[config.mk]
export PLATFORM = sky130hd
export DESIGN_NAME = multi_alarm
export DESIGN_NICKNAME = d
export VERILOG_FILES = /design/src/rtl/multi_alarm.sv
export SDC_FILE = /design/constraint.sdc
export NUM_CORES = 1
export LEC_CHECK = 0
export CAP_MARGIN = 20
export CORE_ASPECT_RATIO = 1.2
export CORE_UTILIZATION = 33
export CTS_CLUSTER_DIAMETER = 150
export DETAILED_ROUTE_END_ITERATION = 10
export PLACE_DENSITY_LB_ADDON = 0.15
export RECOVER_POWER = 50
export SYNTH_ARGS = -nofsm -noshare
export SYNTH_HDL_FRONTEND = slang
export SYNTH_SLANG_ARGS = --single-unit
export TNS_END_PERCENT = 50
[constraint.sdc]
create_clock -name clk -period 3.05 [get_ports clk]
set_clock_uncertainty 0.1 [all_clocks]
set_input_delay 0.4575 -clock clk [delete_from_list [all_inputs] [get_ports clk]]
set_output_delay 0.4575 -clock clk [all_outputs]
set_load 0.01 [all_outputs]
[src/rtl/multi_alarm.sv]
// Multi-slot alarm controller: keypad digit entry with range checking, per-minute
// matching against the running clock, and an LED blink sequence with stop and snooze.
module multi_alarm #(
  parameter int NUM_ALARMS  = 4,
  parameter int SEL_W       = 2,
  parameter int LED_W       = 8,
  parameter int BLINK_HALF  = 500,
  parameter int BLINK_COUNT = 10,
  parameter int SNOOZE_MIN  = 5
) (
  input  logic                  clk,
  input  logic                  rst,
  input  logic [9:0]            keypad,
  input  logic                  alarm_set_mode,
  input  logic [SEL_W-1:0]      sel,
  input  logic                  alarm_clear,
  input  logic                  stop,
  input  logic                  snooze,
  input  logic                  minute_tick,
  input  logic [3:0]            cur_h_ten,
  input  logic [3:0]            cur_h_one,
  input  logic [3:0]            cur_m_ten,
  input  logic [3:0]            cur_m_one,
  output logic [3:0]            alarm_h_ten,
  output logic [3:0]            alarm_h_one,
  output logic [3:0]            alarm_m_ten,
  output logic [3:0]            alarm_m_one,
  output logic [1:0]            entry_cnt,
  output logic                  alarm_set_done,
  output logic                  entry_error,
  output logic [NUM_ALARMS-1:0] alarm_enable,
  output logic                  ringing,
  output logic                  snoozing,
  output logic [SEL_W-1:0]      ring_slot,
  output logic [LED_W-1:0]      leds
);

  localparam int HALF_W = $clog2(BLINK_HALF + 1);
  localparam int PER_W  = $clog2(BLINK_COUNT + 1);
  localparam int SNZ_W  = $clog2(SNOOZE_MIN + 1);

  localparam logic [HALF_W-1:0] HALF_LAST = HALF_W'(BLINK_HALF - 1);
  localparam logic [PER_W-1:0]  PER_LAST  = PER_W'(BLINK_COUNT - 1);
  localparam logic [SNZ_W-1:0]  SNZ_LAST  = SNZ_W'(SNOOZE_MIN - 1);

  localparam logic [1:0] IDLE     = 2'd0;
  localparam logic [1:0] RING_ON  = 2'd1;
  localparam logic [1:0] RING_OFF = 2'd2;
  localparam logic [1:0] SNOOZE   = 2'd3;

  function automatic logic [3:0] key_digit(input logic [9:0] k);
    logic [3:0] d;
    d = 4'd0;
    for (int i = 0; i < 10; i++) begin
      if (k[i]) d = 4'(i);
    end
    return d;
  endfunction

  // Position-dependent range check; the hour-units limit depends on the stored tens digit.
  function automatic logic digit_valid(input logic [1:0] pos, input logic [3:0] d,
                                       input logic [3:0] h_ten);
    logic ok;
    case (pos)
      2'd0:    ok = (d <= 4'd2);
      2'd1:    ok = (h_ten == 4'd2) ? (d <= 4'd3) : (d <= 4'd9);
      2'd2:    ok = (d <= 4'd5);
      default: ok = (d <= 4'd9);
    endcase
    return ok;
  endfunction

  logic [9:0]       keypad_prev;
  logic             key_onehot;
  logic             key_event;
  logic [3:0]       digit;
  logic             digit_ok;

  logic [SEL_W-1:0] edit_slot;
  logic [3:0]       sh_h_ten;
  logic [3:0]       sh_h_one;
  logic [3:0]       sh_m_ten;

  logic [3:0]       slot_h_ten [NUM_ALARMS];
  logic [3:0]       slot_h_one [NUM_ALARMS];
  logic [3:0]       slot_m_ten [NUM_ALARMS];
  logic [3:0]       slot_m_one [NUM_ALARMS];

  logic [1:0]        state;
  logic [HALF_W-1:0] half_cnt;
  logic [PER_W-1:0]  period_cnt;
  logic [SNZ_W-1:0]  snz_cnt;
  logic              match_found;
  logic [SEL_W-1:0]  match_idx;
  logic              active;

  assign key_onehot = (keypad != 10'd0) && ((keypad & (keypad - 10'd1)) == 10'd0);
  assign key_event  = key_onehot && (keypad_prev == 10'd0);
  assign digit      = key_digit(keypad);
  assign digit_ok   = digit_valid(entry_cnt, digit, sh_h_ten);

  always_ff @(posedge clk or negedge rst) begin
    if (!rst) begin
      keypad_prev <= '0;
    end else begin
      keypad_prev <= keypad;
    end
  end

  // Entry: digits accumulate in shadow registers and reach the slot only on the 4th digit.
  always_ff @(posedge clk or negedge rst) begin
    if (!rst) begin
      entry_cnt      <= 2'd0;
      alarm_set_done <= 1'b0;
      entry_error    <= 1'b0;
      edit_slot      <= '0;
      sh_h_ten       <= 4'd0;
      sh_h_one       <= 4'd0;
      sh_m_ten       <= 4'd0;
      alarm_enable   <= '0;
      for (int i = 0; i < NUM_ALARMS; i++) begin
        slot_h_ten[i] <= 4'd0;
        slot_h_one[i] <= 4'd0;
        slot_m_ten[i] <= 4'd0;
        slot_m_one[i] <= 4'd0;
      end
    end else begin
      alarm_set_done <= 1'b0;
      entry_error    <= 1'b0;
      if (!alarm_set_mode) begin
        entry_cnt <= 2'd0;
      end else if (key_event) begin
        if (!digit_ok) begin
          entry_error <= 1'b1;
          entry_cnt   <= 2'd0;
        end else begin
          case (entry_cnt)
            2'd0: begin
              edit_slot <= sel;
              sh_h_ten  <= digit;
              entry_cnt <= 2'd1;
            end
            2'd1: begin
              sh_h_one  <= digit;
              entry_cnt <= 2'd2;
            end
            2'd2: begin
              sh_m_ten  <= digit;
              entry_cnt <= 2'd3;
            end
            default: begin
              if (int'(edit_slot) < NUM_ALARMS) begin
                slot_h_ten[edit_slot]   <= sh_h_ten;
                slot_h_one[edit_slot]   <= sh_h_one;
                slot_m_ten[edit_slot]   <= sh_m_ten;
                slot_m_one[edit_slot]   <= digit;
                alarm_enable[edit_slot] <= 1'b1;
              end
              alarm_set_done <= 1'b1;
              entry_cnt      <= 2'd0;
            end
          endcase
        end
      end
      if (alarm_clear && (int'(sel) < NUM_ALARMS)) begin
        alarm_enable[sel] <= 1'b0;
      end
    end
  end

  always_comb begin
    alarm_h_ten = 4'd0;
    alarm_h_one = 4'd0;
    alarm_m_ten = 4'd0;
    alarm_m_one = 4'd0;
    if (int'(sel) < NUM_ALARMS) begin
      alarm_h_ten = slot_h_ten[sel];
      alarm_h_one = slot_h_one[sel];
      alarm_m_ten = slot_m_ten[sel];
      alarm_m_one = slot_m_one[sel];
    end
  end

  // Scan downwards so the lowest-index matching slot is the one left standing.
  always_comb begin
    match_found = 1'b0;
    match_idx   = '0;
    for (int i = NUM_ALARMS - 1; i >= 0; i--) begin
      if (alarm_enable[i] && slot_h_ten[i] == cur_h_ten && slot_h_one[i] == cur_h_one &&
          slot_m_ten[i] == cur_m_ten && slot_m_one[i] == cur_m_one) begin
        match_found = 1'b1;
        match_idx   = SEL_W'(i);
      end
    end
  end

  assign active = (state != IDLE);

  always_ff @(posedge clk or negedge rst) begin
    if (!rst) begin
      state      <= IDLE;
      ring_slot  <= '0;
      half_cnt   <= '0;
      period_cnt <= '0;
      snz_cnt    <= '0;
    end else if (active && alarm_clear && (sel == ring_slot)) begin
      state <= IDLE;
    end else if (active && stop) begin
      state <= IDLE;
    end else if ((state == RING_ON || state == RING_OFF) && snooze) begin
      state    <= SNOOZE;
      snz_cnt  <= '0;
      half_cnt <= '0;
    end else begin
      case (state)
        IDLE: begin
          if (minute_tick && !alarm_set_mode && match_found) begin
            state      <= RING_ON;
            ring_slot  <= match_idx;
            half_cnt   <= '0;
            period_cnt <= '0;
          end
        end
        RING_ON: begin
          if (half_cnt == HALF_LAST) begin
            state    <= RING_OFF;
            half_cnt <= '0;
          end else begin
            half_cnt <= half_cnt + 1'b1;
          end
        end
        RING_OFF: begin
          if (half_cnt == HALF_LAST) begin
            half_cnt <= '0;
            if (period_cnt == PER_LAST) begin
              state      <= IDLE;
              period_cnt <= '0;
            end else begin
              state      <= RING_ON;
              period_cnt <= period_cnt + 1'b1;
            end
          end else begin
            half_cnt <= half_cnt + 1'b1;
          end
        end
        SNOOZE: begin
          if (minute_tick) begin
            if (snz_cnt == SNZ_LAST) begin
              state      <= RING_ON;
              snz_cnt    <= '0;
              half_cnt   <= '0;
              period_cnt <= '0;
            end else begin
              snz_cnt <= snz_cnt + 1'b1;
            end
          end
        end
        default: state <= IDLE;
      endcase
    end
  end

  assign ringing  = (state == RING_ON) || (state == RING_OFF);
  assign snoozing = (state == SNOOZE);
  assign leds     = (state == RING_ON) ? {LED_W{1'b1}} : {LED_W{1'b0}};

endmodule

### Word level (Yosys, flattened, before mapping)

Cells that the tools add are included.

| word-level totals | value |
|---|---|
| bits of input ports | 35 |
| flip-flop bits (word level) | 116 |
| output and inout bits | 36 |
| logic and storage cells | 227 |

| cells by class | value |
|---|---|
| $add $sub $neg | 4 |
| order comparisons | 11 |
| equal/unequal tests | 39 |
| bitwise operators | 10 |
| reductions and logical operators | 49 |
| muxes and demuxes | 84 |

Operators with widths:

| operator | number |
|---|---|
| 2-to-1 mux 4 bit | 24 |
| bitwise mux 16 bit | 4 |
| == test 4 bit | 16 |
| 2-to-1 mux 9 bit | 5 |
| 2-to-1 mux 2 bit | 17 |
| binary-select mux 4 bit (select 2 bit) | 4 |
| logical AND 1 bit | 27 |
| one-hot mux 9 bit (3 select lines) | 1 |
| zero test 10 bit | 2 |
| AND reduction 4 bit | 5 |
| 2-to-1 mux 1 bit | 16 |
| 2-to-1 mux 3 bit | 5 |
| AND reduction 5 bit | 3 |
| one-hot mux 4 bit (3 select lines) | 1 |
| AND 10 bit | 1 |
| inequality test 5 x 3 -> 1 bit, second input constant | 2 |
| nonzero test 10 bit | 1 |
| subtractor 10 x 1 -> 10 bit, second input constant | 1 |
| adder 9 x 1 -> 9 bit, second input constant | 1 |
| == test 9 bit, second input constant | 1 |
| demux 4 bit (select 2 bit) | 1 |
| <= comparator 4 x 2 -> 1 bit, second input constant | 2 |
| 2-to-1 mux 8 bit | 1 |
| one-hot mux 2 bit (4 select lines) | 1 |
| other kinds (38) | 55 |

### Logic depth before layout (Yosys ltp)

| depth | value |
|---|---|
| word-level depth | 17 |
| gate-level depth with buffers | 10 |
| gate-level depth less buffers | 9 |

### Least setup slack after synthesis

OpenSTA, ideal clock, no wires.

| timing path | value |
|---|---|
| path type | input-to-reg |
| start | in keypad[0] |
| end | reg slot_h_ten[13] in the netlist's numbering |
| slack | 0.252 ns |
| buffers on the path | 2 |
| arrival time | 2.573 ns |
| stages on the path | 7 |
| path through | or4_4 o31a_1 nor4_2 nor4bb_1 buf_2 buf_4 mux2_2 |

| between the ends | value |
|---|---|
| word-level cells in the longest chain between the ends | 6 |
| elaborated cells between the ends (all ways) | 7 |

RTL lines:

| element | line | text |
|---|---|---|
| start: declaration | 13 | `input logic [9:0] keypad,` |
| subtractor 10 x 1 -> 10 bit | 97 | `assign key_onehot = (keypad != 10'd0) && ((keypad & (keypad - 10'd1)) == 10'd0);` |
| AND 10 bit | 97 |  |
| zero test 10 bit | 97 |  |
| logical AND 1 bit (*) | 97 |  |
| logical AND 1 bit (*) | 98 | `assign key_event = key_onehot && (keypad_prev == 10'd0);` |
| AND reduction 4 bit (no line) (*) | n/a |  |
| end signal: indexed assignment | 153 | `slot_h_ten[edit_slot] <= sh_h_ten;` |
| end: declaration | 84 | `logic [3:0] slot_h_ten [NUM_ALARMS];` |

Mark *: on every way between the ends. The rest lies on a longest branch, timed or not.
A chain may end at the register's enable or synchronous reset.

### Worst setup path in the final report

| timing path | value |
|---|---|
| start | in sel[1] |
| end | out alarm_m_one[3] |

| between the ends | value |
|---|---|
| word-level cells in the longest chain between the ends | 4 |

RTL lines:

| element | line | text |
|---|---|---|
| start: declaration | 15 | `input logic [SEL_W-1:0] sel,` |
| inverter 2 -> 3 bit (implied by the code) | 180 | `alarm_m_one = slot_m_one[sel];` |
| binary-select mux 4 bit (select 2 bit) | 180 |  |
| 2-to-1 mux 4 bit (implied by the code) (2 in a row) | 180 |  |
| end: declaration | 27 | `output logic [3:0] alarm_m_one,` |

No other way between the ends. The select of a mux whose other input is x is not followed.

==> reports/results.tsv <==
stage	metric	value	unit
status	outcome	finished, violations left	
status	failing checks	max-capacitance violations, max-slew violations	
setup_path	end of the worst register-to-register path	period_cnt[1]	
clock_network	cts-stage hold buffer count	1	
synth	post-synthesis sequential area ratio	44.09	%
setup_path	Worst EP required	2.49	ns
synth	Post-Synth Adder-Cell Area	2.661	%
finish	nets	727	
global_route	largest net degree at the start of global routing	72	
synth	Post-synth EDFFs	0	
placed_design	Final GP Congestion	0.8389	
synth	Synth top area share	44.09	%
clock_network	total clock buffers created by CTS	17	
placed_design	dpl cell area	8044	um2
clock_network	CTS root buf	clkbuf_16	
setup_path	slowest cell on the critical path	clkdlybuf4s50_1	
setup_path	delay-heaviest family, CP	buffers and inverters	
synth	Synth Area in Compound Gates	7.906	%
clock_network	Post-CTS Setup Repair Bufs	0	
setup_path	CP Launch Type	primary input	
detailed_routing	# DRC	0	
worst_hold_path	HP Start	half_cnt[8]	
setup_path	crit-path max FO	14	
power_and_ir_drop	total power	5.021	mW
setup_path	crit-path cells	clkdlybuf4s50_1 > buf_12 > mux4_2 > clkdlybuf4s50_1	
sta	Worst-Margin Slew	2.128	ns
placed_design	DP HPWL	13500	um
sta	min Tclk post-route	2.884	ns
floorplan	IO Count	71	
floorplan	Die X	130.9	um
clock_network	post-cts resize count	0	
sta	Slew Viols, Final	35	
synth	Synth Area in Simple Gates	11.67	%
global_route	vias in the first global route	5083	
setup_path	CP bufs+invs	3	
global_route	initial antenna violation count	0	
clock_network	CTS tree	done	
detailed_routing	DR iter-0 viols	219	
synth	main combinational cell family by area after synthesis	multiplexers	
detailed_routing	Routed WL per cell	18.94	um
clock_network	Sink Count	116	
detailed_routing	final wirelength	18030	um
clock_network	Max clock buf depth	2	
global_route	first-pass GRT wire length	28550	um
synth	cell taking the most area after synthesis	dfrtp_1	
floorplan	Core Area	19550	um2
finish	Layout area overhead	31.91	%
synth	average cell area after synthesis	11.91	um2
placed_design	port bufs	70	
placed_design	Placed Cells	919	
worst_hold_path	Hold Path Class	reg -> reg	
setup_path	reg-to-reg slack, setup	0.42	ns
global_route	Total GRT Usage	19.05	%
finish	Final Core Density	44.43	%
sta	endpoints failing setup	0	
setup_path	arrival time of the worst setup path	2.33	ns
sta	final hold vios	0	
clock_network	H-tree Lvls	4	
worst_hold_path	Hold Crit Depth	1	
floorplan	row count	56	
flow_run	max-cap violations	1	
sta	RSZ-0062 raised after global routing	no	
power_and_ir_drop	PD cells	578.2	nW/um2
power_and_ir_drop	Lkg Pwr	4.065	nW
clock_network	Clock Latency Late Sink	0.42	ns
synth	number of synthesis warnings	0	
floorplan	Die Ht	156.7	um
detailed_routing	drt first pass iters	4	
power_and_ir_drop	worst IR drop on VDD	362.1	uV
synth	Post-Syn Area	6584	um2
sta	worst rel slew slack	-41.87	%
setup_path	FF-to-FF Start	state[0]	
synth	mux share of post-synthesis cell area	20.98	%
synth	Cells after Synth	553	
finish	final instance area	8685	um2
clock_network	Reg clk slew, reported paths	0.06	ns
finish	FILL cells	1851	
synth	most common flop cell mapped by yosys	dfrtp_1	
sta	Peak Freq	346.7	MHz
setup_path	Worst setup EP type	output pin	
synth	synth top area cells	dfrtp_1 44%, mux2_2 8.9%, xnor2_1 6.5%	
setup_path	max incr delay on CP	0.59	ns
detailed_routing	routed vias	4814	
detailed_routing	post-route ant nets	0	
synth	ys async rst share	100.0	%
finish	share of cells above drive strength 1	28.94	%
sta	WHS	0.3741	ns
detailed_routing	Vias/cell	5.057	
setup_path	R2R depth	9	
synth	Synth Area in XOR/XNOR	8.780	%
synth	Mapped Nets	602	
setup_path	critical path class	in -> out	
finish	ANT cells	0	
synth	Distinct cells, synth	67	
setup_path	Top cell by count, worst path	clkdlybuf4s50_1	
floorplan	full die area	20520	um2
floorplan	initial core utilization	33.68	%
sta	period utilisation layout	94.57	%
worst_hold_path	Hold EP	half_cnt[8]	
synth	post-synthesis register bit count	116	
finish	final std cells w/o fill	952	
global_route	GR Overflow Total	0	
==> state kept, by name, indices dropped and copies added (netlist names) <==
name,flops
slot_h_one,16
slot_h_ten,16
slot_m_one,16
slot_m_ten,16
keypad_prev,10
half_cnt,9
alarm_enable,4
period_cnt,4
sh_h_one,4
sh_h_ten,4
sh_m_ten,4
snz_cnt,3
edit_slot,2
entry_cnt,2
ring_slot,2
state,2
alarm_set_done,1
entry_error,1
==> synth_stat cells, types with 5 or more instances <==
cell and n:
inv_1 20, buf_4 8, dfrtp_1 116, and3_1 5, xor2_1 17, nand3_1 14
mux2_2 52, ha_1 14, nor3_1 6, clkbuf_1 14, nand4_1 16, nor4_1 7
and4_1 6, xnor2_1 49, mux4_2 16, a21oi_1 15, and2_1 6, nand2_1 22
o21ai_0 16, mux2_4 27, nor2_1 29
==> how the worst max path moves through the flow <==
stage	start	endpoint	slack [ns]	cells after the start
after CTS	sel[1]	alarm_m_one[3]	0.17	4
after detailed placement	keypad[0]	slot_h_ten[15]	-0.19	9
after floorplan	keypad[0]	slot_h_ten[13]	0.25	7
after global placement	keypad[0]	slot_h_one[13]	-0.16	9
final	sel[1]	alarm_m_one[3]	0.17	4
after global routing	keypad[3]	slot_h_one[14]	0.06	9
==> cells in the final DEF, fill, tap and decap left out, types with 7 or more instances in the layout <==
cell type / netlist / layout
xnor2_1: 49 / 49
nor2_1: 29 / 29
mux4_2: 16 / 16
xor2_1: 17 / 17
ha_1: 14 / 14
nand2_1: 22 / 22
mux2_2: 52 / 52
nor4_1: 7 / 7
dfrtp_1: 116 / 116
dlygate4sd3_1: 0 / 13
clkbuf_16: 0 / 17
buf_4: 8 / 54
mux2_4: 27 / 27
a21oi_1: 15 / 15
nand4_1: 16 / 16
o21ai_0: 16 / 16
clkdlybuf4s50_1: 0 / 57
nand3_1: 14 / 14
clkbuf_1: 14 / 8
inv_1: 20 / 20
buf_12: 0 / 8
==> stage by stage <==
| step | TNS (ns) | setup slack, ns |
|---|---|---|
| after floorplan | 0 | 0.2521 |
| after global placement | -9.345 | -0.1604 |
| after detailed placement | -10.68 | -0.1867 |
| after CTS | 0 | 0.1684 |
| after global routing | 0 | 0.05772 |
| final | 0 | 0.1658 |
==> area by class of cell <==
cell class	count	area (um2)	area share (%)
clock buffer	23	478.0	5.504
tap	261	326.6	3.760
clock inverter	9	173.9	2.003
inverter	20	75.07	0.8644
timing repair buffer	138	1290	14.85
multi-input combinational	385	3438	39.59
sequential	116	2903	33.42
==> routing by layer <==
layer	up-vias	global-route usage (%)	part of all wire, %
li1	2259	-	-
met3	18	3.316	3.1
met5	-	0	0
met4	0	5.966	1.7
met2	99	34.06	53
met1	2438	22.93	42
==> cells by family after synthesis <==
group,Yosys count
and+or+nand+nor,134
DFF,116
muxes,98
AOI/OAI and AO/OA,73
xor gates and xnor gates,66
buffers and inverters,52
adders and majority gates,14
==> where the power goes <==
group / internal, mW / switching, mW / total (mW) / leakage, nW
clock: 1.51 / 0.694 / 2.21 / 0.321
sequential: 1.61 / 0.0580 / 1.66 / 1.59
combinational: 0.531 / 0.622 / 1.15 / 2.15
(Power assumes the default switching activity.)
